--- src/rtl/ascii_paste_fifo.sv ---
// Paced text-paste engine: filters ioctl download bytes into a FIFO and replays them
// one character at a time with per-char / per-line idle gaps and a valid/ready handshake.
module ascii_paste_fifo #(
    parameter int DEPTH_LOG2 = 9,
    parameter int CHAR_GAP   = 50000,
    parameter int LINE_GAP   = 2000000,
    parameter int CNT_W      = 16
) (
    input  logic             clk_sys,
    input  logic             reset,
    input  logic             ioctl_download,
    input  logic             ioctl_wr,
    input  logic [7:0]       ioctl_dout,
    output logic             ioctl_wait,
    input  logic [1:0]       lf_mode,
    input  logic             upcase,
    input  logic             abort,
    output logic [7:0]       char_out,
    output logic             char_valid,
    input  logic             char_ready,
    output logic             busy,
    output logic             overrun,
    output logic [CNT_W-1:0] sent_count
);

    localparam int DEPTH   = 1 << DEPTH_LOG2;
    localparam int CW      = DEPTH_LOG2 + 1;
    localparam int GAP_MAX = (LINE_GAP > CHAR_GAP) ? LINE_GAP : CHAR_GAP;
    localparam int GAP_W   = $clog2(GAP_MAX + 1);
    localparam logic [GAP_W-1:0] CHAR_RELOAD = GAP_W'(CHAR_GAP - 1);
    localparam logic [GAP_W-1:0] LINE_RELOAD = GAP_W'(LINE_GAP - 1);

    typedef enum logic [1:0] {S_IDLE, S_PRESENT, S_GAP} state_t;

    logic [7:0]            r_mem [0:DEPTH-1];
    logic [DEPTH_LOG2-1:0] r_wr_ptr;
    logic [DEPTH_LOG2-1:0] r_rd_ptr;
    logic [CW-1:0]         r_count;
    logic                  r_dl_prev;
    logic                  r_last_cr;
    logic                  r_overrun;
    logic [CNT_W-1:0]      r_sent_count;
    state_t                r_state;
    logic [7:0]            r_char_out;
    logic                  r_char_valid;
    logic [GAP_W-1:0]      r_gap;

    logic       w_dl_rise;
    logic       w_last_cr_eff;
    logic [7:0] w_up;
    logic [7:0] w_filt;
    logic       w_keep;
    logic       w_wr;
    logic       w_full;
    logic       w_push;
    logic       w_lost;
    logic       w_pop;
    logic       w_accept;

    assign w_dl_rise     = ioctl_download & ~r_dl_prev;
    // The download-start clear of last_cr must already apply to a byte arriving that cycle.
    assign w_last_cr_eff = r_last_cr & ~w_dl_rise;

    always_comb begin
        w_up = ioctl_dout;
        if (upcase && ioctl_dout >= 8'h61 && ioctl_dout <= 8'h7A)
            w_up = ioctl_dout - 8'h20;
    end

    always_comb begin
        w_filt = w_up;
        w_keep = 1'b1;
        case (lf_mode)
            2'b01:   if (w_up == 8'h0A) w_keep = 1'b0;
            2'b10:   if (w_up == 8'h0A) w_filt = 8'h0D;
            2'b11:   if (w_up == 8'h0A && w_last_cr_eff) w_keep = 1'b0;
            default: ;
        endcase
        if (w_filt == 8'h00)
            w_keep = 1'b0;
    end

    assign w_wr     = ioctl_download & ioctl_wr & ~abort;
    assign w_full   = (r_count == CW'(DEPTH));
    assign w_push   = w_wr & w_keep & ~w_full;
    assign w_lost   = w_wr & w_keep & w_full;
    assign w_pop    = (r_state == S_IDLE) & (r_count != '0) & ~abort;
    assign w_accept = (r_state == S_PRESENT) & char_ready & ~abort;

    always_ff @(posedge clk_sys) begin
        if (w_push)
            r_mem[r_wr_ptr] <= w_filt;
    end

    always_ff @(posedge clk_sys) begin
        if (reset || abort) begin
            r_wr_ptr <= '0;
            r_rd_ptr <= '0;
            r_count  <= '0;
        end else begin
            if (w_push)
                r_wr_ptr <= r_wr_ptr + 1'b1;
            if (w_pop)
                r_rd_ptr <= r_rd_ptr + 1'b1;
            case ({w_push, w_pop})
                2'b10:   r_count <= r_count + 1'b1;
                2'b01:   r_count <= r_count - 1'b1;
                default: ;
            endcase
        end
    end

    always_ff @(posedge clk_sys) begin
        if (reset) begin
            r_dl_prev    <= 1'b0;
            r_last_cr    <= 1'b0;
            r_overrun    <= 1'b0;
            r_sent_count <= '0;
        end else begin
            r_dl_prev <= ioctl_download;
            // last_cr follows the raw received byte, before any filtering.
            if (w_wr)
                r_last_cr <= (ioctl_dout == 8'h0D);
            else if (w_dl_rise)
                r_last_cr <= 1'b0;
            if (w_lost)
                r_overrun <= 1'b1;
            else if (w_dl_rise)
                r_overrun <= 1'b0;
            if (w_dl_rise)
                r_sent_count <= '0;
            else if (w_accept && r_sent_count != '1)
                r_sent_count <= r_sent_count + 1'b1;
        end
    end

    always_ff @(posedge clk_sys) begin
        if (reset) begin
            r_state      <= S_IDLE;
            r_char_out   <= 8'h00;
            r_char_valid <= 1'b0;
            r_gap        <= '0;
        end else if (abort) begin
            r_state      <= S_IDLE;
            r_char_valid <= 1'b0;
            r_gap        <= '0;
        end else begin
            case (r_state)
                S_IDLE: begin
                    if (w_pop) begin
                        r_char_out   <= r_mem[r_rd_ptr];
                        r_char_valid <= 1'b1;
                        r_state      <= S_PRESENT;
                    end
                end
                S_PRESENT: begin
                    if (char_ready) begin
                        r_char_valid <= 1'b0;
                        r_gap        <= (r_char_out == 8'h0D) ? LINE_RELOAD : CHAR_RELOAD;
                        r_state      <= S_GAP;
                    end
                end
                S_GAP: begin
                    if (r_gap == '0)
                        r_state <= S_IDLE;
                    else
                        r_gap <= r_gap - 1'b1;
                end
                default: r_state <= S_IDLE;
            endcase
        end
    end

    assign ioctl_wait = w_full;
    assign char_out   = r_char_out;
    assign char_valid = r_char_valid;
    assign overrun    = r_overrun;
    assign sent_count = r_sent_count;
    assign busy       = ioctl_download | (r_count != '0) | (r_state != S_IDLE);

endmodule
--- config.mk ---
export PLATFORM = sky130hd
export DESIGN_NAME = ascii_paste_fifo
export DESIGN_NICKNAME = d
export VERILOG_FILES = /design/src/rtl/ascii_paste_fifo.sv
export SDC_FILE = /design/constraint.sdc
export NUM_CORES = 2
export LEC_CHECK = 0
export ABC_AREA = 0
export CORE_AREA = 2 2 513 515
export DETAILED_ROUTE_END_ITERATION = 6
export DIE_AREA = 0 0 515 517
export PLACE_DENSITY = 0.8
export SLEW_MARGIN = 0
export SYNTH_ARGS = -nofsm -noshare
export SYNTH_HDL_FRONTEND = slang
export SYNTH_SLANG_ARGS = --single-unit
--- constraint.sdc ---
create_clock -name clk_sys -period 33.3 [get_ports clk_sys]
set_clock_uncertainty 0.15 [all_clocks]
set_input_delay 8.325 -clock clk_sys [delete_from_list [all_inputs] [get_ports clk_sys]]
set_output_delay 8.325 -clock clk_sys [all_outputs]
set_load 0.05 [all_outputs]
# Word level (Yosys, flattened, before mapping)
# Memories as Yosys holds them, arrays and structs flattened. A register that Yosys moved wholly into a read port is not among the register bits.
# Cells that the tools add are included.
classes:
  addsub: 7
  n_lt_le_gt_ge: 2
  eq_ne: 16
  n_mux: 24
  bitwise: 17
  reduce_logical: 21
ops:
  columns: ["cell", "n"]
  rows:
  - ["21-bit two-way mux", 3]
  - ["21-bit one-hot mux with 2 select lines", 1]
  - ["8-bit by 4-bit equality test with 1-bit output (second input constant)", 3]
  - ["8-bit two-way mux", 3]
  - ["21-bit logical NOT", 1]
  - ["21-bit by 1-bit subtractor with 21-bit output (second input constant)", 1]
  - ["10-bit one-hot mux with 2 select lines", 1]
  - ["9-bit by 1-bit adder with 9-bit output (second input constant)", 2]
  - ["16-bit by 1-bit adder with 16-bit output (second input constant)", 1]
  - ["16-bit inequality test (second input constant)", 1]
  - ["3-bit AND reduction", 4]
  - ["2-bit nonzero test", 6]
  - ["1-bit AND", 11]
  - ["10-bit by 1-bit adder with 10-bit output (second input constant)", 1]
  - ["10-bit equality test (second input constant)", 1]
  - ["1-bit two-way mux", 10]
  - ["10-bit nonzero test", 1]
  - ["10-bit by 1-bit subtractor with 10-bit output (second input constant)", 1]
  - ["2-bit equality test (second input constant)", 4]
  - ["8-bit by 7-bit >= comparator with 1-bit output (second input constant)", 1]
  - ["8-bit by 7-bit less-or-equal comparator with 1-bit output (second input constant)", 1]
  - ["8-bit logical NOT", 1]
  - ["2-bit inequality test (second input constant)", 4]
  - ["8-bit by 6-bit subtractor with 8-bit output (second input constant)", 1]
  - ["10 further kinds", 23]
word_totals:
  register_bits: 71
  ramBits: 4096
  out_inout_bits: 28
  elab_cells: 98
  memories: 1
memory_table:
  columns: ["memory", "depth", "width", "rd", "rd_clocked_by_memory_dff", "wr", "line_no", "source"]
  rows:
  - ["r_mem", 512, 8, 1, 1, 1, "35", "logic [7:0] r_mem [0:DEPTH-1];"]

# Logic depth before layout (Yosys ltp)
depth:
  word_depth: 13
  depth_mapped: 16
  ltp_nobuf: 16

# Worst setup path before layout
# OpenSTA, ideal clock, no wires.
synth_timing:
  kind: "input -> register"
  start: "input ioctl_dout[0]"
  end: "memory r_mem[0][6], data pin"
  setup_ps: 2942
  t_arrival_ps: 22603
  slack_ps: 7604
  cell_stages: 4
  n_path_buf: 0
  cell_sequence: "or2_2 -> nor4_1 -> nor2_1 -> a21oi_1"
synth_between:
  elab_chain_cells: 7
  word_cells_on_any_way: 9
synth_lines:
  columns: ["element", "line_no", "source"]
  rows:
  - ["from (decl)", "13", "input logic [7:0] ioctl_dout,"]
  - ["8-bit by 7-bit >= comparator with 1-bit output", "66", "if (upcase && ioctl_dout >= 8'h61 && ioctl_dout <= 8'h7A)"]
  - ["1-bit logical AND (2 in series)", "66", null]
  - ["8-bit two-way mux (*)", "66", null]
  - ["8-bit by 4-bit equality test with 1-bit output", "75", "2'b10: if (w_up == 8'h0A) w_filt = 8'h0D;"]
  - ["8-bit two-way mux", "75", null]
  - ["8-bit two-way mux (*)", "73", "case (lf_mode)"]
  - ["named net w_filt[6]", "51", "logic [7:0] w_filt;"]
  - ["to (decl)", "35", null]
# Mark *: on every way through the listed nets, which the timed path passes. The rest lies on a longest branch.

# Worst setup path after layout
layout_timing:
  start: "input ioctl_download"
  end: "output busy"
layout_between:
  elab_chain_cells: 2
layout_lines:
  columns: ["element", "line_no", "source"]
  rows:
  - ["from (decl)", "11", "input logic ioctl_download,"]
  - ["1-bit OR (2 in series)", "179", "assign busy = ioctl_download | (r_count != '0) | (r_state != S_IDLE);"]
  - ["to (decl)", "21", "output logic busy,"]
# No other way between the ends.

==> impl_metrics.json <==
{
  "reg2reg_depth": 12,
  "wl_mm": 442,
  "ys_top_cells_by_count": "edfxtp_1, mux4_2, nor2_1, mux2i_1, clkbuf_1",
  "detail_route.wl_per_cell_um": 37.8,
  "grt_pass1_wl_mm": 628,
  "ys_seq_elements": 4175,
  "dp_hpwl_mm": 237,
  "crit_chain": "clkdlybuf4s50_1, or4_1, clkdlybuf4s50_1",
  "port_buffers": 44,
  "worst_ir_drop_vdd_uv": 41.4,
  "core-area_um2": 261000,
  "p_leak_nw": 53.6,
  "synth_cells": 7839,
  "htree_levels": 5,
  "timing.hold.ws_ns": 0.312,
  "synth_nets": 7874,
  "drt-initial-drc-count": 15068,
  "final_max_slew_viol_count": 0,
  "routabilityCongestion": 0.941,
  "core.rowCount": 188,
  "status": "complete, but fails checks",
  "ant_nets": 0,
  "hp-start": "char_valid$_SDFFE_PP0P_",
  "final_net_count": 7970,
  "cpPeakStageDelay_ns": 0.71,
  "cpMaxStageDelayCell": "clkdlybuf4s50_1",
  "worstMarginPinSlew_ns": 1.33,
  "hold_viol_final": 0,
  "post-route-period-util": 0.554,
  "synth_cell_types": 83,
  "drt_first_pass_iters": 7,
  "whs_path_depth": 2,
  "synth_top_area_cell": "edfxtp_1",
  "async_reset_ff_frac": 0,
  "relSlewSlack": 0.108,
  "rr_startpoint": "r_rd_ptr[0]$_SDFFE_PP0P_",
  "initial_utilization": 0.626,
  "synth_top_area_frac": 0.753,
  "via_per_inst": 7.37,
  "rsz0062_at_grt": "false",
  "min_path_type": "reg2reg",
  "post-route-min-period_ns": 18.46,
  "crit_top_cell": "clkdlybuf4s50_1",
  "drive_above_1_share": 0.214,
  "clkTransAtPathRegs_ns": 0.06,
  "synth_top_flop_cell": "edfxtp_1",
  "cts_buffers": 396,
  "cp_num_buf_inv": 2,
  "cts_resized": 0,
  "hold_buffers": 0,
  "overflow": 0,
  "worstPathMaxFanout": 4,
  "setup_viol": 0,
  "violations": "DRC",
  "syn-mean-instance-area_um2": 20.8,
  "start_kind": "input port",
  "grt_pass1_vias": 85243,
  "yosysMostFrequentCell": "edfxtp_1",
  "clock_path_buffers": 4,
  "antenna_found_initial": 21,
  "synth-seq-area-share": 0.762,
  "cpLargestDelayFamily": "buffers and inverters",
  "die_x_um": 515,
  "cts_setup_buffers": 0,
  "cts_sinks": 4175,
  "required_ns": 24.82,
  "setup_tns_ns": 0,
  "reg2reg_slack_ns": 24.67,
  "clk-insertion-delay-late_ns": 0.98,
  "fmax_mhz": 54.2,
  "num_vias": 86144,
  "cap_violations": 0,
  "crit_arrival_ns": 9.99,
  "path_class": "in2out",
  "r2r-end": "char_out[3]$_SDFFE_PP0P_",
  "ios": 45,
  "min_to": "char_valid$_SDFFE_PP0P_",
  "fp.dieArea_um2": 266000,
  "cts_tree": "yes",
  "power_density_nw_per_um2": 58.8,
  "cts_root_buffer": "clkbuf_16",
  "synth_edf_count": 4096,
  "syn2layout_area_growth_pct": 10.1,
  "endpoint_kind": "output pin",
  "fp.dieH_um": 517,
  "grt_max_degree": 229,
  "syn-cell-area_um2": 163000,
  "yosysWarningCount": 0,
  "track_usage": 0.333,
  "synth_area_leaders": "edfxtp_1, mux4_2, mux2i_1",
  "drcViolationCount": 29
}
-- state kept, by name (all words and copies together) (netlist names) --
register,count
r_mem,4096
char_valid,1
r_gap,21
r_state,2
overrun,1
r_count,10
sent_count,16
r_dl_prev,1
r_last_cr,1
char_out,8
r_wr_ptr,9
r_rd_ptr,9
-- routing by layer --
layer	track usage	wire length [um]	share of wire
met1	0.441	147000	0.33
met2	0.509	205000	0.46
met3	0.0995	61700	0.14
met4	0.173	28000	0.063
met5	0.00252	206	0.00047
-- report_power, final --
| group | switching, mW | internal, mW |
|---|---|---|
| clock network | 1.99 | 2.60 |
| logic | 0.157 | 0.0540 |
| registers | 0.00168 | 5.77 |
-- tightest hold or removal path, stage by stage, from the launching register on --
cell and delay (ns):
dfxtp_1 0.31, nand2_1 0.05, a21oi_1 0.05
-- layout make-up --
type | count | area (um2)
inverters | 26 | 120
multi-input cells | 3147 | 36100
fillers | 14598 | 81200
clock inverters | 240 | 2540
clock buffers | 477 | 10400
diodes | 17 | 42.5
flip-flops and latches | 4175 | 125000
repair buffers | 189 | 1750
well taps | 3420 | 4280
-- metrics by stage --
stage	std cells	power (mW)	instance area, um2	setup slack [ns]	utilization
after floorplan	7839	6.06	163000	7.60	-
after global placement	10957	6.08	167000	14.81	0.639
after detailed placement	10957	6.09	167000	14.83	0.639
after CTS	11674	10.6	180000	14.83	0.689
after global routing	11675	10.8	180000	14.80	0.689
final	11691	10.6	180000	14.84	0.689
-- cell usage in the layout, fill, tap and decap left out, drive strengths merged, types with 109 or more instances in the layout --
master	instances
mux4	981
a221oi	127
mux2i	385
buf	147
nand2	157
edfxtp	4096
clkbuf	477
clkinv	162
o21ai	112
a21oi	109
nor2	659
-- cell families after synthesis --
group                    after synthesis  synth area share
flip-flops                          4175             0.762
multiplexers                        1371             0.159
AND/OR/NAND/NOR                     1070            0.0281
AO/OA/AOI/OAI                        644            0.0282
buffers and inverters                517            0.0183
XOR/XNOR                              44           0.00236
adder cells (fa/ha/maj)               18           0.00142
-- worst max path at each step --
stage | start | to | slack [ns] | cells after the start
final | ioctl_download | busy | 14.84 | 3
after global routing | ioctl_download | busy | 14.80 | 3
after CTS | ioctl_download | busy | 14.83 | 3
after detailed placement | ioctl_download | busy | 14.83 | 3
after global placement | ioctl_download | busy | 14.81 | 3
after floorplan | ioctl_dout[0] | r_mem[0][6]$_DFFE_PP_ | 7.60 | 4
Note: power is estimated with default switching activity, not from simulation.
